[src/rtl/interrupt_controller_if.sv]
// Core-side bundle of the interrupt controller: configuration register port
// plus the irq/ack/eoi handshake towards core0.
interface interrupt_controller_if #(
  parameter int CODE_W = 3
);
  logic              cfg_we;
  logic [1:0]        cfg_addr;
  logic [31:0]       cfg_wdata;
  logic [31:0]       cfg_rdata;
  logic              o_irq;
  logic [CODE_W-1:0] o_irq_code;
  logic              i_irq_ack;
  logic              i_eoi;

  modport master (output cfg_we, cfg_addr, cfg_wdata, i_irq_ack, i_eoi,
                  input  cfg_rdata, o_irq, o_irq_code);
  modport slave  (input  cfg_we, cfg_addr, cfg_wdata, i_irq_ack, i_eoi,
                  output cfg_rdata, o_irq, o_irq_code);
endinterface

[src/rtl/interrupt_controller.sv]
// Prioritising interrupt controller (index 0 = highest priority) for core0.
// Optional nested preemption with an in-service stack when INTC_NESTING_EN is defined.
module interrupt_controller #(
  parameter int N_SRC  = 5,
  parameter int CODE_W = 3
) (
  input  logic                 clk,
  input  logic                 reset,
  input  logic [N_SRC-1:0]     i_interruption,
  interrupt_controller_if.slave bus
);

  localparam logic [1:0] ST_IDLE    = 2'd0;
  localparam logic [1:0] ST_REQ     = 2'd1;
  localparam logic [1:0] ST_SERVICE = 2'd2;

  localparam logic [1:0] A_MASK = 2'd0;
  localparam logic [1:0] A_EDGE = 2'd1;
  localparam logic [1:0] A_PEND = 2'd2;

  logic [N_SRC-1:0]  sync1_q, sync2_q, s2_prev_q;
  logic [N_SRC-1:0]  mask_q, mask_d;
  logic [N_SRC-1:0]  edge_q, edge_d;
  logic [N_SRC-1:0]  pend_q, pend_d;
  logic [1:0]        state_q, state_d;
  logic [CODE_W-1:0] code_q, code_d;

  logic [N_SRC-1:0]  rise, avail, wr_clr, ack_clr, code_sel;
  logic              ack_take, eoi_take, code_live;
  logic              in_svc, last_svc, preempt;
  logic [CODE_W-1:0] svc_code;
  logic [31:0]       status;
  logic              unused_wdata;

  function automatic logic [CODE_W-1:0] lowest_idx(input logic [N_SRC-1:0] v);
    lowest_idx = '0;
    for (int i = N_SRC - 1; i >= 0; i--)
      if (v[i]) lowest_idx = CODE_W'(i);
  endfunction

  assign unused_wdata = ^bus.cfg_wdata[31:N_SRC];

  assign rise     = sync2_q & ~s2_prev_q;
  assign avail    = pend_q & mask_q;
  assign ack_take = (state_q == ST_REQ) && bus.i_irq_ack;
  assign eoi_take = (state_q == ST_SERVICE) && bus.i_eoi;
  assign wr_clr   = (bus.cfg_we && bus.cfg_addr == A_PEND) ? bus.cfg_wdata[N_SRC-1:0] : '0;

  always_comb begin
    code_sel = '0;
    for (int i = 0; i < N_SRC; i++)
      code_sel[i] = (code_q == CODE_W'(i));
  end

  assign ack_clr   = ack_take ? code_sel : '0;
  assign code_live = |(avail & code_sel);

`ifdef INTC_NESTING_EN
  localparam int DEPTH_W = $clog2(N_SRC + 1);
  localparam int IDX_W   = (N_SRC > 1) ? $clog2(N_SRC) : 1;

  logic [CODE_W-1:0]  stk_q [N_SRC];
  logic [DEPTH_W-1:0] depth_q, depth_d;
  logic [N_SRC-1:0]   above;

  assign in_svc   = (depth_q != '0);
  assign svc_code = in_svc ? stk_q[IDX_W'(depth_q - DEPTH_W'(1))] : '0;
  assign last_svc = (depth_q == DEPTH_W'(1));

  // Only strictly higher-priority sources than the top of stack may preempt.
  always_comb begin
    above = '0;
    for (int i = 0; i < N_SRC; i++)
      above[i] = (CODE_W'(i) < svc_code);
  end

  assign preempt = in_svc && |(avail & above);

  always_comb begin
    depth_d = depth_q;
    if (ack_take)      depth_d = depth_q + DEPTH_W'(1);
    else if (eoi_take) depth_d = depth_q - DEPTH_W'(1);
  end

  always_ff @(posedge clk or negedge reset) begin
    if (!reset) depth_q <= '0;
    else        depth_q <= depth_d;
  end

  always_ff @(posedge clk) begin
    if (ack_take) stk_q[IDX_W'(depth_q)] <= code_q;
  end
`else
  assign in_svc   = (state_q == ST_SERVICE);
  assign svc_code = in_svc ? code_q : '0;
  assign last_svc = 1'b1;
  assign preempt  = 1'b0;
`endif

  // Edge-mode bits: a new rising edge wins over a same-cycle clear.
  always_comb begin
    pend_d = pend_q;
    for (int i = 0; i < N_SRC; i++)
      pend_d[i] = edge_q[i] ? (rise[i] | (pend_q[i] & ~(wr_clr[i] | ack_clr[i])))
                            : sync2_q[i];
    mask_d = mask_q;
    edge_d = edge_q;
    if (bus.cfg_we && bus.cfg_addr == A_MASK) mask_d = bus.cfg_wdata[N_SRC-1:0];
    if (bus.cfg_we && bus.cfg_addr == A_EDGE) edge_d = bus.cfg_wdata[N_SRC-1:0];
  end

  always_comb begin
    state_d = state_q;
    code_d  = code_q;
    case (state_q)
      ST_IDLE: begin
        if (|avail) begin
          code_d  = lowest_idx(avail);
          state_d = ST_REQ;
        end
      end
      ST_REQ: begin
        if (ack_take)        state_d = ST_SERVICE;
        else if (!code_live) state_d = in_svc ? ST_SERVICE : ST_IDLE;
      end
      ST_SERVICE: begin
        if (eoi_take) begin
          state_d = last_svc ? ST_IDLE : ST_SERVICE;
        end else if (preempt) begin
          code_d  = lowest_idx(avail);
          state_d = ST_REQ;
        end
      end
      default: state_d = ST_IDLE;
    endcase
  end

  always_comb begin
    status              = '0;
    status[8]           = in_svc;
    status[CODE_W-1:0]  = svc_code;
    case (bus.cfg_addr)
      A_MASK:  bus.cfg_rdata = 32'(mask_q);
      A_EDGE:  bus.cfg_rdata = 32'(edge_q);
      A_PEND:  bus.cfg_rdata = 32'(pend_q);
      default: bus.cfg_rdata = status;
    endcase
  end

  assign bus.o_irq      = (state_q == ST_REQ);
  assign bus.o_irq_code = code_q;

  always_ff @(posedge clk or negedge reset) begin
    if (!reset) begin
      sync1_q   <= '0;
      sync2_q   <= '0;
      s2_prev_q <= '0;
      mask_q    <= '0;
      edge_q    <= '0;
      pend_q    <= '0;
      state_q   <= ST_IDLE;
      code_q    <= '0;
    end else begin
      sync1_q   <= i_interruption;
      sync2_q   <= sync1_q;
      s2_prev_q <= sync2_q;
      mask_q    <= mask_d;
      edge_q    <= edge_d;
      pend_q    <= pend_d;
      state_q   <= state_d;
      code_q    <= code_d;
    end
  end

endmodule
[src/flat_wrapper.sv]
// flat-port wrapper written by rule: the top's interface ports become plain ports
module interrupt_controller_flat 
#(
  parameter int N_SRC  = 5,
  parameter int CODE_W = 3
)
  (clk, reset, i_interruption, bus_cfg_we, bus_cfg_addr, bus_cfg_wdata, bus_i_irq_ack, bus_i_eoi, bus_cfg_rdata, bus_o_irq, bus_o_irq_code);
  interrupt_controller_if #(.CODE_W(CODE_W)) bus_i ();
  input  logic clk;
  input  logic reset;
  input  logic [N_SRC-1:0] i_interruption;
  input wire logic [$bits(bus_i.cfg_we)-1:0] bus_cfg_we;
  input wire logic [$bits(bus_i.cfg_addr)-1:0] bus_cfg_addr;
  input wire logic [$bits(bus_i.cfg_wdata)-1:0] bus_cfg_wdata;
  input wire logic [$bits(bus_i.i_irq_ack)-1:0] bus_i_irq_ack;
  input wire logic [$bits(bus_i.i_eoi)-1:0] bus_i_eoi;
  output wire logic [$bits(bus_i.cfg_rdata)-1:0] bus_cfg_rdata;
  output wire logic [$bits(bus_i.o_irq)-1:0] bus_o_irq;
  output wire logic [$bits(bus_i.o_irq_code)-1:0] bus_o_irq_code;
  assign bus_i.cfg_we = bus_cfg_we;
  assign bus_i.cfg_addr = bus_cfg_addr;
  assign bus_i.cfg_wdata = bus_cfg_wdata;
  assign bus_i.i_irq_ack = bus_i_irq_ack;
  assign bus_i.i_eoi = bus_i_eoi;
  assign bus_cfg_rdata = bus_i.cfg_rdata;
  assign bus_o_irq = bus_i.o_irq;
  assign bus_o_irq_code = bus_i.o_irq_code;
  interrupt_controller #(.N_SRC(N_SRC), .CODE_W(CODE_W)) u_core (.clk(clk), .reset(reset), .i_interruption(i_interruption), .bus(bus_i));
endmodule
[config.mk]
export PLATFORM = sky130hd
export DESIGN_NAME = interrupt_controller_flat
export DESIGN_NICKNAME = d
export VERILOG_FILES = /design/src/rtl/interrupt_controller_if.sv /design/src/rtl/interrupt_controller.sv /design/src/flat_wrapper.sv
export SDC_FILE = /design/constraint.sdc
export NUM_CORES = 1
export LEC_CHECK = 0
export CAP_MARGIN = 0
export CORE_ASPECT_RATIO = 1.5
export CORE_MARGIN = 4
export CORE_UTILIZATION = 41
export CTS_CLUSTER_DIAMETER = 120
export DETAILED_ROUTE_END_ITERATION = 12
export PLACE_DENSITY = 0.87
export REMOVE_ABC_BUFFERS = 1
export SLEW_MARGIN = 20
export SYNTH_ARGS = -nofsm -noshare
export SYNTH_HDL_FRONTEND = slang
export SYNTH_SLANG_ARGS = --single-unit
[constraint.sdc]
create_clock -name clk -period 1.7 [get_ports clk]
set_clock_uncertainty 0.05 [all_clocks]
set_input_delay 0.425 -clock clk [delete_from_list [all_inputs] [get_ports clk]]
set_output_delay 0.425 -clock clk [all_outputs]
set_load 0.02 [all_outputs]
### Yosys cells after proc, flatten, opt, wreduce, memory -nomap -nowiden

Cells that the tools add are included.

* input bits: 44
* output and inout port bits: 36
* ROM bits: 0
* bits in writable memories: 0
* logic and storage cells: 74
* memories kept: 0
* latch bits: 0
* register bits: 35

* bitwise logic cells: 24
* shifts and indexed selects: 0
* add/subtract/negate cells: 0
* multiply operators: 0
* div/mod/pow operators: 0
* reduce and logical (&&, ||, !) cells: 12
* equality and inequality tests: 11
* order comparisons: 0
* muxes and demuxes: 19

Operators by type and width (count)
* $pmux W9 S3: 1
* $mux W3: 6
* $and A5 B5 Y5: 3
* $mux W5: 2
* $or A1 B1 Y1: 10
* $reduce_or A5 Y1: 2
* $mux W2: 4
* $eq A3 B2 Y1 const B: 2
* $pmux W2 S3: 1
* $and A1 B1 Y1: 5
* $logic_and A1 B1 Y1: 5
* $mux W1: 5
* $not A1 Y1: 5
* $not A5 Y5: 1
* $eq A2 B1 Y1 const B: 2
* $eq A2 B2 Y1 const B: 2
* $logic_not A2 Y1: 2
* $ne A2 B1 Y1 const B: 2
* $eq A3 B1 Y1 const B: 1
* $eq A3 B3 Y1 const B: 1
* $logic_not A3 Y1: 1
* $ne A3 B2 Y1 const B: 1
* $reduce_and A3 Y1: 1
* $reduce_and A2 Y1: 1

### Depth between registers and ports, before layout

* depth in word-level cells: 8
* mapped depth: 5
* mapped depth without buffers: 4

### Worst setup path before layout

OpenSTA, ideal clock, no wires.

* path type: input-to-output
* from: input port bus_cfg_addr[0]
* to: output port bus_cfg_rdata[0]
* arrival: 1.387 ns
* path slack: -0.162 ns
* cell stages on the path: 4
* cells stage by stage: buf_4 nand2_1 nor2_1 a221o_1

* longest elaborated chain between the ends: 2
* elaborated cells between the ends (all ways): 4
* those cells by class: eq/ne: 2; mux: 1; reduce/logical: 1

Ends and longest elaborated chain
* start, declared: RTL line flat_wrapper.sv:13 `input wire logic [$bits(bus_i.cfg_addr)-1:0] bus_cfg_addr;`
* $eq A2 B2 Y1 (tied with other cells): RTL line interrupt_controller.sv:142 `case (bus.cfg_addr)`
* $pmux W9 S3 *: RTL line interrupt_controller.sv:142
* end, declared: RTL line flat_wrapper.sv:17 `output wire logic [$bits(bus_i.cfg_rdata)-1:0] bus_cfg_rdata;`

Every way passes the cells marked *; elsewhere a longest branch is shown, timed or not.

### Final worst setup path

* from: register u_core.state_q[0]
* to: output port bus_cfg_rdata[0]

* longest elaborated chain between the ends: 3

Ends and longest elaborated chain
* start, declared: RTL line interrupt_controller.sv:25 `logic [1:0] state_q, state_d;`
* start signal, assigned: RTL line interrupt_controller.sv:170 `state_q <= state_d;`
* $eq A2 B2 Y1: RTL line interrupt_controller.sv:94 `assign in_svc = (state_q == ST_SERVICE);`
* $mux W3: RTL line interrupt_controller.sv:95 `assign svc_code = in_svc ? code_q : '0;`
* $pmux W9 S3: RTL line interrupt_controller.sv:142

No other way between the ends.

==> impl_metrics.ini <==
[power]
power_density_nw_per_um2 = 1320
ir_drop_mv = 0.871
power_leakage_nw = 1.07

[timing]
rsz0062_at_grt = true
period_minus_slack_ns = 1.82
period_share_pct = 107
maxSlewViolCount = 0
max_freq_mhz = 548
worst_slack_ns = -0.123
hold_viol = 0
setup_viol = 3

[clock_network]
path_clk_slew_ns = 0.07
root_buffer = clkbuf_8
clock_latency_ns = 0.29
numCtsBuffers = 5
cts.sinks = 35
clockBufferDepth = 2
h-tree-depth = 2
cts_hold_buf = 0
cts_tree = done

[critical_path]
cp.required_ns = 1.22
start_kind = flop
critPathMaxFanout = 4
end_kind = output port
cp.arrival_ns = 1.35
criticalPathCategory = reg2out

[drt]
drt_iter0_markers = 41
wl_per_cell_um = 14.9
final_antenna_net_count = 0
vias_per_cell = 5.00
vias = 1261
dr.pass1.iters = 4
drc = 0
wl_um = 3750

[final_layout]
drive_above_1_share_pct = 28.0
multi_input_area_um2 = 749
layout.area.seq_um2 = 876
final_net_count = 250
antenna_cells = 0
utilization_pct = 57.1
area_growth_pct = 32.3
n_fill_cell = 338

[die]
rows = 28
initial_utilization_pct = 43.2
coreArea_um2 = 3990
die_x_um = 61.0
ios = 80
die_area_um2 = 5330
chipHeight_um = 87.5

[worst_hold_path]
hold_class = reg2reg

[yosys]
synth_top_area_share_pct = 50.8
syn_inst = 150
synth_area_leaders = dfrtp_1 (51%), buf_4 (13%), mux2_1 (7.2%), nand2_1 (3.5%), mux2i_1 (2.9%)
async_flop_share_pct = 100
synth-edff-count = 0
synth_common_cells = dfrtp_1 (35), buf_4 (29), nand2_1 (16), mux2_1 (11), a21oi_1 (7)
synth_area_um2 = 1730
syn_avg_cell_area_um2 = 11.5
synthMostInstantiatedCell = dfrtp_1
ys_seq_elements = 35
yosysSeqAreaShare_pct = 50.8
synth_largest_area_cell = dfrtp_1
ys.flop_type = dfrtp_1
ys_warn_count = 0
ys_types = 33

[status]
status = finished, violations left
violations = negative setup slack

[global_routing]
grt_max_degree = 36
gr-total-overflow = 0
grt_pass1_vias = 1305
grt_usage_pct = 15.2
antenna_found_initial = 0
grt_pass1_wl_um = 5870

[place]
place_congestion = 0.830
io_buffer_count = 26
dp_hpwl_um = 2840
pre_cts_slack_ns = -0.930

[flow_run]
maxCapViolations = 0
power breakdown:
part | internal [mW] | switching [mW]
clock network | 0.436 | 0.299
logic | 0.578 | 0.619
registers | 0.977 | 0.101
total | 1.99 | 1.02
cells by family (layout without fill, tap and decap cells):
family / after synthesis / count (layout) / synth area share, %
buffers and inverters: 30 / 62 / 12.9
flip-flops: 35 / 35 / 50.8
multiplexers: 16 / 16 / 10.1
other: 1 / 26 / 0.217
AND/OR/NAND/NOR: 39 / 39 / 12.9
AO/OA/AOI/OAI: 29 / 29 / 13.1
worst max-delay path, cell delays in order (launching register included):
cell and delay [ns]:
dfrtp_1 0.38, nand2b_4 0.16, nor2_4 0.05, a221o_1 0.33, buf_6 0.14
state kept, by name, indices dropped and copies added, names as in the netlist:
| signal | flops |
|---|---|
| u_core.sync2_q | 5 |
| u_core.pend_q | 5 |
| u_core.sync1_q | 5 |
| u_core.bus.o_irq_code | 3 |
| u_core.mask_q | 5 |
| u_core.s2_prev_q | 5 |
| u_core.state_q | 2 |
| u_core.edge_q | 5 |
final cells by class:
type | count | area share, %
clock buffers | 5 | 3.02
clock inverters | 3 | 1.92
multi-input cells | 110 | 32.8
flip-flops and latches | 35 | 38.4
well taps | 45 | 2.47
repair buffers | 54 | 21.4
metal layers:
layer | track usage [%] | routed length (µm)
met1 | 15.2 | 1310
met2 | 27.8 | 2010
met3 | 3.71 | 305
met4 | 7.50 | 126
met5 | 0 | 0
path summary, 6_finish.rpt:
kind                                                      to  depth (start not counted)  slack [ns]                     startpoint
min in group asynchronous       u_core.mask_q[2]$_DFFE_PN0P_                          2        0.45                          reset
worst max-delay path                        bus_cfg_rdata[0]                          4       -0.12  u_core.state_q[0]$_DFFE_PN0P_
max in group asynchronous         u_core.pend_q[1]$_DFF_PN0_                          2        0.96                          reset
worst min register to register   u_core.sync2_q[2]$_DFF_PN0_                          0        0.30    u_core.sync1_q[2]$_DFF_PN0_
worst min-delay path             u_core.sync2_q[2]$_DFF_PN0_                          0        0.30    u_core.sync1_q[2]$_DFF_PN0_
worst max register to register    u_core.pend_q[4]$_DFF_PN0_                          5        0.02  u_core.state_q[1]$_DFFE_PN0P_
cell usage in the layout, fill, tap and decap left out, drive strengths merged:
cell,n
mux2,11
clkinv,2
a311o,1
nand2,16
dfrtp,35
nor3b,1
o31ai,1
a21oi,7
a32o,2
nand2b,1
a32oi,1
nor2b,2
dlygate4sd2,3
a22oi,1
conb,26
clkbuf,6
nand3,2
clkdlybuf4s50,14
nand3b,4
o21ai,7
nor4b,1
a21boi,1
and4b,1
buf,36
a22o,4
mux2i,5
bufinv,1
and2,2
a221o,3
or3b,1
nor2,8
o21a,1
repair_timing:
| action | CTS | global route |
|---|---|---|
| setup buffers | 1 | 0 |
| pin swaps | 3 | 2 |
| endpoints found under the setup margin | 24 | 6 |
| gates resized for setup | 54 | 9 |
stage by stage:
stage	TNS, ns	instances	total power, mW	cell area [µm²]	hold slack (ns)
finish	-0.350	252	3.01	2280	0.299
global route	-0.458	252	3.17	2280	0.307
CTS	-0.331	252	3.01	2260	0.302
detailed placement	-11.39	243	2.25	2130	0.286
global placement	-10.66	243	2.22	2130	0.281
floorplan	-0.171	145	1.69	1600	0.0794
(Power assumes the default switching activity.)
